$ cat src/rtl/light_countdown_pkg.sv
// Shared encodings and 7-segment constants for the traffic-light countdown display.
// The light controller can import the same package to share the phase encoding.
package light_countdown_pkg;

    typedef enum logic [1:0] {
        ST_IDLE  = 2'd0,
        ST_RUN   = 2'd1,
        ST_HOLD  = 2'd2,
        ST_FAULT = 2'd3
    } state_e;

    typedef enum logic [1:0] {
        PH_NONE   = 2'd0,
        PH_GREEN  = 2'd1,
        PH_YELLOW = 2'd2,
        PH_RED    = 2'd3
    } phase_e;

    // Active-low segment codes, bit0 = seg a ... bit6 = seg g, bit7 = dp (off).
    localparam logic [7:0] SEG_BLANK = 8'hFF;
    localparam logic [7:0] SEG_DASH  = 8'hBF;
    localparam logic [9:0][7:0] SEG_DIGITS = {
        8'h90, 8'h80, 8'hF8, 8'h82, 8'h92, 8'h99, 8'hB0, 8'hA4, 8'hF9, 8'hC0
    };

    function automatic logic [7:0] to_bcd(input int unsigned val);
        return {4'(val / 10), 4'(val % 10)};
    endfunction

    // Two-digit BCD decrement that saturates at 00.
    function automatic logic [7:0] bcd_dec(input logic [7:0] bcd);
        if (bcd == 8'h00) begin
            return bcd;
        end
        if (bcd[3:0] == 4'd0) begin
            return {bcd[7:4] - 4'd1, 4'd9};
        end
        return {bcd[7:4], bcd[3:0] - 4'd1};
    endfunction

endpackage

$ cat src/rtl/light_countdown_seg7_dec.sv
// BCD digit to active-low 7-segment code; non-decimal inputs show blank.
module seg7_dec
    import light_countdown_pkg::*;
(
    input  logic [3:0] bcd,
    output logic [7:0] seg
);

    always_comb begin
        seg = SEG_BLANK;
        if (bcd < 4'd10) begin
            seg = SEG_DIGITS[bcd];
        end
    end

endmodule

$ cat src/rtl/light_countdown.sv
// Countdown of the remaining phase time for a traffic light, shown as two BCD
// digits on 7-segment displays, with hold (stop) and phase-input fault handling.
module light_countdown
    import light_countdown_pkg::*;
#(
    parameter int unsigned T_GREEN  = 6,
    parameter int unsigned T_YELLOW = 2,
    parameter int unsigned T_RED    = 9
) (
    input  logic       ck,
    input  logic       rs,
    input  logic       tick,
    input  logic       x,
    input  logic       v,
    input  logic       d,
    input  logic       stop,
    output logic [7:0] cnt,
    output logic [7:0] HEX0,
    output logic [7:0] HEX1,
    output logic       fault
);

    localparam logic [7:0] GREEN_BCD  = to_bcd(T_GREEN);
    localparam logic [7:0] YELLOW_BCD = to_bcd(T_YELLOW);
    localparam logic [7:0] RED_BCD    = to_bcd(T_RED);

    state_e     state_q, state_d;
    phase_e     phase_q, phase_d;
    logic [7:0] cnt_q,   cnt_d;
    logic [1:0] inv_q,   inv_d;
    logic       fault_q, fault_d;

    logic       phase_valid;
    phase_e     phase_in;
    logic [7:0] ones_seg, tens_seg;

    function automatic logic [7:0] load_value(input phase_e ph);
        case (ph)
            PH_GREEN:  return GREEN_BCD;
            PH_YELLOW: return YELLOW_BCD;
            default:   return RED_BCD;
        endcase
    endfunction

    always_comb begin
        phase_valid = $onehot({x, v, d});
        if (x) begin
            phase_in = PH_GREEN;
        end else if (v) begin
            phase_in = PH_YELLOW;
        end else begin
            phase_in = PH_RED;
        end
    end

    always_comb begin
        // NOTE: every next-state signal takes its hold value first, so no path leaves one unassigned and no latch is inferred.
        state_d = state_q;
        phase_d = phase_q;
        cnt_d   = cnt_q;
        inv_d   = inv_q;

        if (!phase_valid) begin
            inv_d = (inv_q == 2'd2) ? inv_q : inv_q + 2'd1;
            // A lone invalid cycle is a glitch; the second one in a row is a fault.
            if (inv_q != 2'd0) begin
                state_d = ST_FAULT;
                cnt_d   = 8'h00;
                phase_d = PH_NONE;
            end
        end else begin
            inv_d = 2'd0;
            unique case (state_q)
                ST_FAULT: state_d = ST_IDLE;
                ST_HOLD: begin
                    if (!stop) begin
                        state_d = ST_RUN;
                    end
                end
                default: begin
                    if (phase_in != phase_q) begin
                        cnt_d   = load_value(phase_in);
                        phase_d = phase_in;
                        state_d = ST_RUN;
                    end else if (state_q == ST_RUN) begin
                        if (stop && d) begin
                            state_d = ST_HOLD;
                        end else if (tick) begin
                            cnt_d = bcd_dec(cnt_q);
                        end
                    end
                end
            endcase
        end

        fault_d = (state_d == ST_FAULT);
    end

    always_ff @(posedge ck) begin
        // NOTE: reset is sampled on the clock edge, and all state uses non-blocking assignment so every flop sees pre-edge values.
        if (!rs) begin
            state_q <= ST_IDLE;
            phase_q <= PH_NONE;
            cnt_q   <= 8'h00;
            inv_q   <= 2'd0;
            fault_q <= 1'b0;
        end else begin
            state_q <= state_d;
            phase_q <= phase_d;
            cnt_q   <= cnt_d;
            inv_q   <= inv_d;
            fault_q <= fault_d;
        end
    end

    seg7_dec u_ones (
        .bcd (cnt_q[3:0]),
        .seg (ones_seg)
    );

    seg7_dec u_tens (
        .bcd (cnt_q[7:4]),
        .seg (tens_seg)
    );

    always_comb begin
        HEX0 = SEG_BLANK;
        HEX1 = SEG_BLANK;
        case (state_q)
            ST_RUN: begin
                HEX0 = ones_seg;
                HEX1 = (cnt_q[7:4] == 4'd0) ? SEG_BLANK : tens_seg;
            end
            ST_HOLD: begin
                HEX0 = SEG_DASH;
                HEX1 = SEG_DASH;
            end
            default: begin
                HEX0 = SEG_BLANK;
                HEX1 = SEG_BLANK;
            end
        endcase
    end

    assign cnt   = cnt_q;
    assign fault = fault_q;

endmodule

$ cat config.mk
export PLATFORM = sky130hd
export DESIGN_NAME = light_countdown
export DESIGN_NICKNAME = d
export VERILOG_FILES = /design/src/rtl/light_countdown_pkg.sv /design/src/rtl/light_countdown_seg7_dec.sv /design/src/rtl/light_countdown.sv
export SDC_FILE = /design/constraint.sdc
export NUM_CORES = 1
export LEC_CHECK = 0
export BUFFER_PORTS_ARGS = -buffer_cell sky130_fd_sc_hd__buf_2
export CORE_UTILIZATION = 55
export CTS_BUF_LIST = sky130_fd_sc_hd__clkbuf_4 sky130_fd_sc_hd__clkbuf_8
export DETAILED_ROUTE_END_ITERATION = 10
export PLACE_DENSITY_LB_ADDON = 0.2
export SYNTH_ARGS = -nofsm -noshare
export SYNTH_HDL_FRONTEND = slang
export SYNTH_HIERARCHICAL = 1
export SYNTH_SLANG_ARGS = --single-unit
$ cat constraint.sdc
create_clock -name ck -period 8.13 [get_ports ck]
set_clock_uncertainty 0.15 [all_clocks]
set_input_delay 1.626 -clock ck [delete_from_list [all_inputs] [get_ports ck]]
set_output_delay 1.626 -clock ck [all_outputs]
set_load 0.005 [all_outputs]
Word-level counts from Yosys, hierarchy flattened

Memory sizes are Yosys's and may differ from the RTL's. A register that Yosys moved wholly into a read port is not among the register bits.
Cells that the tools add are included.

Mux-type cells: 51
Reduce and logical (&&, ||, !) cells: 11
Multipliers: 0
$add $sub $neg: 5
Magnitude comparators: 4
Shifts and indexed selects: 0
Equality and inequality tests: 15
Divide/modulo/power cells: 0
Bitwise logic cells: 1

Operators with widths:

| operator                                                                      | number |
|---|---|
| 8-bit 2-to-1 mux                                                              | 16 |
| 8-bit case mux with 2 select lines                                            | 2 |
| 2-bit 2-to-1 mux                                                              | 11 |
| 1-bit 2-to-1 mux                                                              | 16 |
| 4-bit 2-to-1 mux                                                              | 4 |
| 2-bit equality test (second input constant)                                   | 5 |
| 4-bit by 5-bit less-than comparator with 1-bit output (second input constant) | 2 |
| 4-bit zero test                                                               | 2 |
| 8-bit zero test                                                               | 1 |
| 4-bit less-than comparator (second input constant)                            | 2 |
| 4-bit case mux with 2 select lines                                            | 1 |
| 4-bit by 1-bit subtractor with 4-bit output (second input constant)           | 2 |
| 2-bit by 1-bit equality test with 1-bit output (second input constant)        | 3 |
| 6-bit AND reduction                                                           | 1 |
| 5-bit AND reduction                                                           | 1 |
| 4-bit by 1-bit != test with 1-bit output (second input constant)              | 1 |
| 2-bit case mux with 2 select lines                                            | 1 |
| 2-bit nonzero test                                                            | 2 |
| 2-bit OR reduction                                                            | 2 |
| 3-bit by 1-bit != test with 1-bit output (second input constant)              | 1 |
| 3-bit by 2-bit != test with 1-bit output (second input constant)              | 1 |
| 3-bit != test (second input constant)                                         | 1 |
| 3-bit AND reduction                                                           | 1 |
| 1-bit by 1-bit adder with 2-bit output                                        | 1 |
| 7 further kinds                                                               | 7 |

Bits of input ports: 7
Memories kept: 2
Register bits after elaboration: 15
ROM bits: 256
Memory bits (writable): 0
Output and inout bits: 25
Latch bits: 0
Word-level logic and storage cells: 95

Memory list:

| name            | depth | width | rd ports | clocked after memory_dff | wr ports | line                           | text |
|---|---|---|---|---|---|---|---|
| (no name shown) | 16    | 8     | 1        | 1                        | 0        | light_countdown_seg7_dec.sv:12 | `seg = SEG_DIGITS[bcd];` |
| (no name shown) | 16    | 8     | 1        | 1                        | 0        | light_countdown_seg7_dec.sv:12 |  |

Depth between registers and ports, before layout

Gate-level depths: netlist of the first run.

Word-level depth: 25
Depth in mapped cells: 7
Mapped depth without buffers: 7

Cells and area by module

The synthesis of the first run kept the hierarchy.

By module, submodules not included:

| module          | seq. area each (µm²) | area an instance (µm²) | cells an instance | instances |
|---|---|---|---|---|
| light_countdown | 300.3                | 1189.9                 | 152               | 1 |
| seg7_dec        | 0.0                  | 209.0                  | 32                | 2 |

Worst setup path before layout of the first run

Ideal clock, no wire load.

Path kind: input-to-reg
From: in x
To: reg cnt_q[2] (netlist: cnt[2])
Buffers on the path: 1
Stages on the path: 7
Setup time: 96 ps
Path slack: 4400 ps
Data arrival time: 3484 ps
Required time: 7884 ps
Cell sequence: fa_1 -> nor2b_1 -> buf_6 -> mux2_2 -> a31oi_2 -> o21ai_0 -> a221oi_1

Cells in the longest elaborated chain, start to end: 6

RTL lines:

| element                                                                        | line                   | text |
|---|---|---|
| start, declared                                                                | light_countdown.sv:13  | `input logic x,` |
| branches (longest 6 deep; another with 2-bit by 1-bit adder with 2-bit output) | -                      |  |
| end signal, assigned                                                           | light_countdown.sv:110 | `cnt_q <= cnt_d;` |
| end, declared                                                                  | light_countdown.sv:29  | `logic [7:0] cnt_q, cnt_d;` |

Parallel ways; which one is timed is not known. The select of a mux whose other input is x is not followed.
A chain may end at the register's enable or synchronous reset.

Worst setup path after layout of the first run

Ends and elaborated chain as after synthesis.

==> results of run 1 <==
[state kept, by name, indices dropped and copies added, names as in the netlist]
| register | count |
|---|---|
| cnt | 8 |
| fault | 1 |
| inv_q | 2 |
| phase_q | 2 |
| state_q | 2 |
[synth_stat cells (all sizes together), types with 4 or more instances]
cell | number | area [µm²]
and2 | 4 | 25.0
nand3 | 6 | 30.0
nand2 | 33 | 124
inv | 20 | 75.1
mux2i | 4 | 40.0
xor2 | 4 | 35.0
a21oi | 10 | 57.6
ha | 18 | 225
o21ai | 19 | 95.1
dfxtp | 15 | 300
nand2b | 6 | 37.5
nor2 | 13 | 48.8
clkbuf | 5 | 22.5
a31oi | 8 | 56.3
buf | 6 | 56.3
[metrics by stage]
| stage | total power [W] | instances | util |
|---|---|---|---|
| 6_report | 0.000313 | 271 | 0.636 |
| 2_1_floorplan | 0.000213 | 216 | - |
| 5_1_grt | 0.000342 | 271 | 0.636 |
| 3_3_place_gp | 0.000265 | 267 | 0.625 |
| 3_5_place_dp | 0.000267 | 267 | 0.625 |
| 4_1_cts | 0.000313 | 271 | 0.636 |
[power by group]
part / switching (W) / leakage, nW / internal (W)
combinational: 0.0000975 / 0.606 / 0.0000739
sequential: 0.0000125 / 0.122 / 0.0000819
clock: 0.0000249 / 0.0184 / 0.0000224
total: 0.000135 / 0.747 / 0.000178
[layout make-up]
cell class / instances / area (µm²) / area share
Multi-Input combinational cell: 170 / 1150 / 0.658
Sequential cell: 15 / 300 / 0.171
Timing Repair Buffer: 31 / 155 / 0.0885
Inverter: 20 / 75.1 / 0.0428
Tap cell: 31 / 38.8 / 0.0221
Clock buffer: 4 / 30.0 / 0.0171
[logic make-up (layout without fill, tap and decap cells)]
| logic type | count (synthesis) | after routing |
|---|---|---|
| AO/OA/AOI/OAI | 59 | 59 |
| XOR/XNOR | 5 | 5 |
| adder cells (fa/ha/maj) | 19 | 19 |
| buffers and inverters | 31 | 55 |
| flip-flops | 15 | 15 |
| multiplexers | 5 | 5 |
| other | 2 | 2 |
| AND/OR/NAND/NOR | 80 | 80 |
[worst min-delay path, stage by stage (launching register included)]
cell and delay (ns):
dfxtp_1 0.35, nand2_1 0.07, a21oi_1 0.06
[worst paths after layout]
kind                                    to  slack, ns  depth (start not counted)
worst max-delay path                cnt[2]       3.76                          7
worst min-delay path            phase_q[0]       0.38                          2
worst max register to register      cnt[2]       5.48                          7
worst min register to register  phase_q[0]       0.38                          2
[metal layers]
layer | wire length, µm | global-route usage | up-vias
met2 | 1570 | 0.371 | 44
met5 | 0 | 0 | -
met1 | 1580 | 0.318 | 699
met4 | 61 | 0.105 | 0
met3 | 176 | 0.0163 | 4
li1 | - | - | 798
==> metrics.yaml, run 1 <==
run_status:
  status: "finished, final reports clean"
synth:
  syn_nets: 242
  ys_seq_elements: 15
  synth-edff-count: 0
  synth-compound-area-share: 0.255
  synth-warning-count: 6
  postSynthCellCount: 216
  synth_area_in_simple_gates: 0.246
  asyncSetResetFlopFracSynth: 0
  synth_cell_type_count: 54
  parity_gate_share_of_the_synthesized_area_counting_xor_and_xnor_cells: 0.0272
  synthMuxAreaShare: 0.0319
  ys_seq_area_frac: 0.187
  netlist_area_mm2: 0.00161
  syn_area_per_cell_um2: 7.44
  synth_top_family_by_area: "compound AO/OA/AOI/OAI gates"
  ys_dominant_reg_cell: "dfxtp_1"
  yosys.area_share.adder: 0.153
die:
  fp.dieH_um: 56.1
  die_w_um: 56.1
  start_util: 0.583
  placement_rows: 19
  core-area_mm2: 0.00276
  dieArea_mm2: 0.00314
  ioPinCount: 32
worst_hold_path:
  hold_path.startpoint: "phase_q[0]"
  worst_hold_path_type: "flip-flop to flip-flop"
placement:
  finalWeightedCongestion: 0.805
  port_buffers: 31
  dp_slack_ns: 3.49
  hpwlAfterDp_um: 2520
  postPlaceCellArea_mm2: 0.00172
clock_tree:
  post_cts_resized: 0
  numClockSinks: 15
  clock_tree.htree_level_count: 1
  clock_tree.root_cell: "clkbuf_4"
  cts_tree: "yes"
  clock_path_buffers: 2
  cts-buffers-inserted: 3
  hold_buffers: 0
  post_cts.repair.setup_buffers: 0
  clkSlewWorstSetupHoldPaths_ns: 0.09
  clock_insertion_delay_worst_skew_ns: 0.29
finish:
  flow.area_growth_from_synthesis_pct: 9.03
  layout-drive-gt1-share: 0.188
  insertedDiodeCount: 0
  stdcell_area_mm2: 0.00175
  layout_common_cells: "nand2_1 (33), buf_2 (31), inv_1 (20), o21ai_0 (19), ha_1 (18)"
  fin_nets: 267
  fillers: 280
  layout.cells.most_common: "nand2_1"
sta:
  clock.fmax_mhz: 229
  max_slew.worst_pin.slew_ns: 1.02
  final_critical_path_setup_slack_ns: 3.76
  rsz0062_at_grt: "false"
  final_min_period_over_clock_period: 0.537
  layout_min_cycle_time_ns: 4.37
  setup_tns_ns: 0
  slew-limit-headroom: 0.319
  final_max_tran_viols: 0
  report.final.setup_viol: 0
  report.final.hold_viol_count: 0
  final.hold.worst_slack_ns: 0.375
flow_run:
  maxCapViolations: 0
critical_path:
  critical_path_buf_inv_count: 1
  cp_slowest_stage_delay_ns: 0.81
  worstSetupPathType: "input pin to flip-flop"
  critical_path.slowest_cell: "nor2b_1"
  critical_path.startpoint_type: "input pin"
  crit_start: "x"
  crit_path_max_fanout: 16
  crit_chain: "buf_2 -> fa_1 -> nor2b_1 -> mux2_2 -> a31oi_2 -> o21ai_0 -> a221oi_1"
  cpLargestDelayFamily: "compound AO/OA/AOI/OAI gates"
  worst_ep_arrival_time_ns: 4.42
  endpoint_kind: "flip-flop"
  worstReg2RegStart: "state_q[1]"
  worst_ep_required_time_ns: 8.18
routing:
  detail_route.iter0.violations: 79
  routed_via_density: 5.70
  residual_drc_count: 0
  num_vias: 1545
  ant_nets: 0
  detail_route.wirelength_um: 3390
  drtPass1Iterations: 4
  wl_per_cell_um: 12.5
global_routing:
  grt_pass1_wl_um: 5840
  grtUsageTotal: 0.232
  grt_antenna_before_repair: 0
  globalRouteOverflowTotal: 0
  grt_max_degree: 21
  number_of_global_route_vias_before_repair: 1285
pwr:
  vdd_drop_max_v: 0.000126
  p_leak_nw: 0.747
  p_per_area_mw_per_mm2: 179
Note: power is estimated with default switching activity, not from simulation.
==> run 2, diff against run 1 <==
==> constraint.sdc (replaced) <==
create_clock -name ck -period 4.3 [get_ports ck]
set_clock_uncertainty 0.15 [all_clocks]
set_input_delay 0.86 -clock ck [delete_from_list [all_inputs] [get_ports ck]]
set_output_delay 0.86 -clock ck [all_outputs]
set_load 0.005 [all_outputs]
==> run 2 against run 1 <==
Sequential cell count stayed put. Die area stayed put. Count of clock-buffer cells in the layout unchanged. Total power grew 88%. Setup slack got worse by 2.6 ns. Highest routed layer unchanged. Combinational power is 90% higher. Utilization up 0.27 points. Wire length shrank 3.7%. Critical path depth stayed put. Via count is 3.4% lower. Critical endpoint unchanged.
==> metrics.yaml, run 2 (synthesized netlist as in run 1, its figures left out) <==
routing:
  routed_via_density: 5.49
  num_vias: 1492
  residual_drc_count: 0
  ant_nets: 0
  detail_route.wirelength_um: 3260
  wl_per_cell_um: 12.0
  detail_route.iter0.violations: 74
  drtPass1Iterations: 4
clock_tree:
  clock_insertion_delay_worst_skew_ns: 0.28
  clock_tree.htree_level_count: 1
  numClockSinks: 15
  post_cts.repair.setup_buffers: 0
  clock_tree.root_cell: "clkbuf_4"
  post_cts_resized: 0
  clkSlewWorstSetupHoldPaths_ns: 0.09
  cts-buffers-inserted: 3
  clock_path_buffers: 2
  hold_buffers: 0
  cts_tree: "yes"
sta:
  clock.fmax_mhz: 320
  final_critical_path_setup_slack_ns: 1.18
  report.final.setup_viol: 0
  rsz0062_at_grt: "false"
  layout_min_cycle_time_ns: 3.12
  final_max_tran_viols: 0
  slew-limit-headroom: 0.444
  final_min_period_over_clock_period: 0.726
  setup_tns_ns: 0
  report.final.hold_viol_count: 0
  max_slew.worst_pin.slew_ns: 0.832
pwr:
  net-switching-power_w: 0.000252
  p_int_w: 0.000339
  p_per_area_mw_per_mm2: 335
  power.sequential.fraction: 0.300
  vdd_drop_max_v: 0.000271
  power.share.combinational: 0.551
  power.clock.fraction: 0.149
  p_leak_nw: 0.752
  switching_share: 0.427
critical_path:
  worst_r2r_endpoint: "cnt[2]"
  endpoint_kind: "flip-flop"
  worst_ep_required_time_ns: 4.35
  worst-r2r-setup-slack_ns: 1.72
  worstReg2RegStart: "state_q[1]"
  r2r.worst_path.cells: 7
  critical_path.startpoint_type: "input pin"
  worst_ep_arrival_time_ns: 3.17
  crit_path_max_fanout: 9
  worstSetupPathType: "input pin to flip-flop"
run_status:
  status: "finished, final reports clean"
worst_hold_path:
  worst_hold_path_type: "flip-flop to flip-flop"
  min_delay_worst_endpoint: "phase_q[0]"
  number_of_cells_on_the_worst_hold_path: 2
  hold_path.startpoint: "phase_q[0]"
global_routing:
  grt_max_degree: 21
  globalRouteOverflowTotal: 0
  number_of_global_route_vias_before_repair: 1247
  grt_antenna_before_repair: 0
  grt_pass1_wl_um: 5600
  grtUsageTotal: 0.217
placement:
  dp_slack_ns: 0.869
  postPlaceCellArea_mm2: 0.00173
  finalWeightedCongestion: 0.862
  port_buffers: 31
  hpwlAfterDp_um: 2450
  dp_cells: 268
finish:
  fin_nets: 268
  flow.area_growth_from_synthesis_pct: 9.49
  largest_register_ffs: 8
  insertedDiodeCount: 0
  layout-drive-gt1-share: 0.191
  fin_cells: 272
  layout.cells.most_common: "nand2_1"
  layout_common_cells: "nand2_1 (33), buf_2 (31), inv_1 (20), o21ai_0 (19), ha_1 (18)"
  stdcell_area_mm2: 0.00176
flow_run:
  maxCapViolations: 0
die:
  placement_rows: 19
  dieArea_mm2: 0.00314
  die_w_um: 56.1
  fp.dieH_um: 56.1
  core-area_mm2: 0.00276
  ioPinCount: 32
  start_util: 0.583
-- run 2: changes by cell type in the layout (fill, tap and decap cells not counted) --
cell,change
buf_4,+1
-- run 2: critical path, cell delays in order --
cell,delay (ns)
buf_2,0.14
fa_1,0.54
nor2b_1,0.39
mux2_2,0.42
a31oi_2,0.37
o21ai_0,0.15
a221oi_1,0.29
-- run 2: per-stage QoR --
step / util / power (W) / hold slack [ns]
2_1_floorplan: - / 0.000404 / 0.308
3_3_place_gp: 0.627 / 0.000501 / 0.343
3_5_place_dp: 0.627 / 0.000505 / 0.345
4_1_cts: 0.638 / 0.000594 / 0.359
5_1_grt: 0.638 / 0.000642 / 0.391
6_report: 0.638 / 0.000590 / 0.367
-- run 2: power groups by stage --
stage	clock, W	combinational [W]	sequential, W
after floorplan	0	0.000228	0.000176
after global placement	0	0.000321	0.000180
after detailed placement	0	0.000325	0.000180
after CTS	0.0000896	0.000327	0.000177
after global routing	0.0000926	0.000368	0.000181
final	0.0000880	0.000325	0.000177
-- run 2: layer usage --
layer / part of all wire / GRT usage / wire, µm / up-vias
met3: 0.058 / 0.0279 / 190 / 4
met4: 0.013 / 0.0732 / 41 / 0
li1: - / - / - / 796
met2: 0.43 / 0.350 / 1410 / 45
met1: 0.50 / 0.299 / 1620 / 647
met5: 0 / 0 / 0 / -
-- run 2: how the worst max path moves through the flow --
stage	from	end	depth (start not counted)
after CTS	x	cnt[2]	7
after global placement	x	cnt[2]	7
after global routing	x	cnt[2]	7
final	x	cnt[2]	7
after detailed placement	x	cnt[2]	7
after floorplan	x	cnt[2]	7
-- run 2: area by class of cell --
class | count | area (µm²)
Clock buffer | 4 | 30.0
Fill cell | 255 | 997
Inverter | 20 | 75.1
Multi-Input combinational cell | 170 | 1150
Sequential cell | 15 | 300
Tap cell | 31 | 38.8
Timing Repair Buffer | 32 | 163
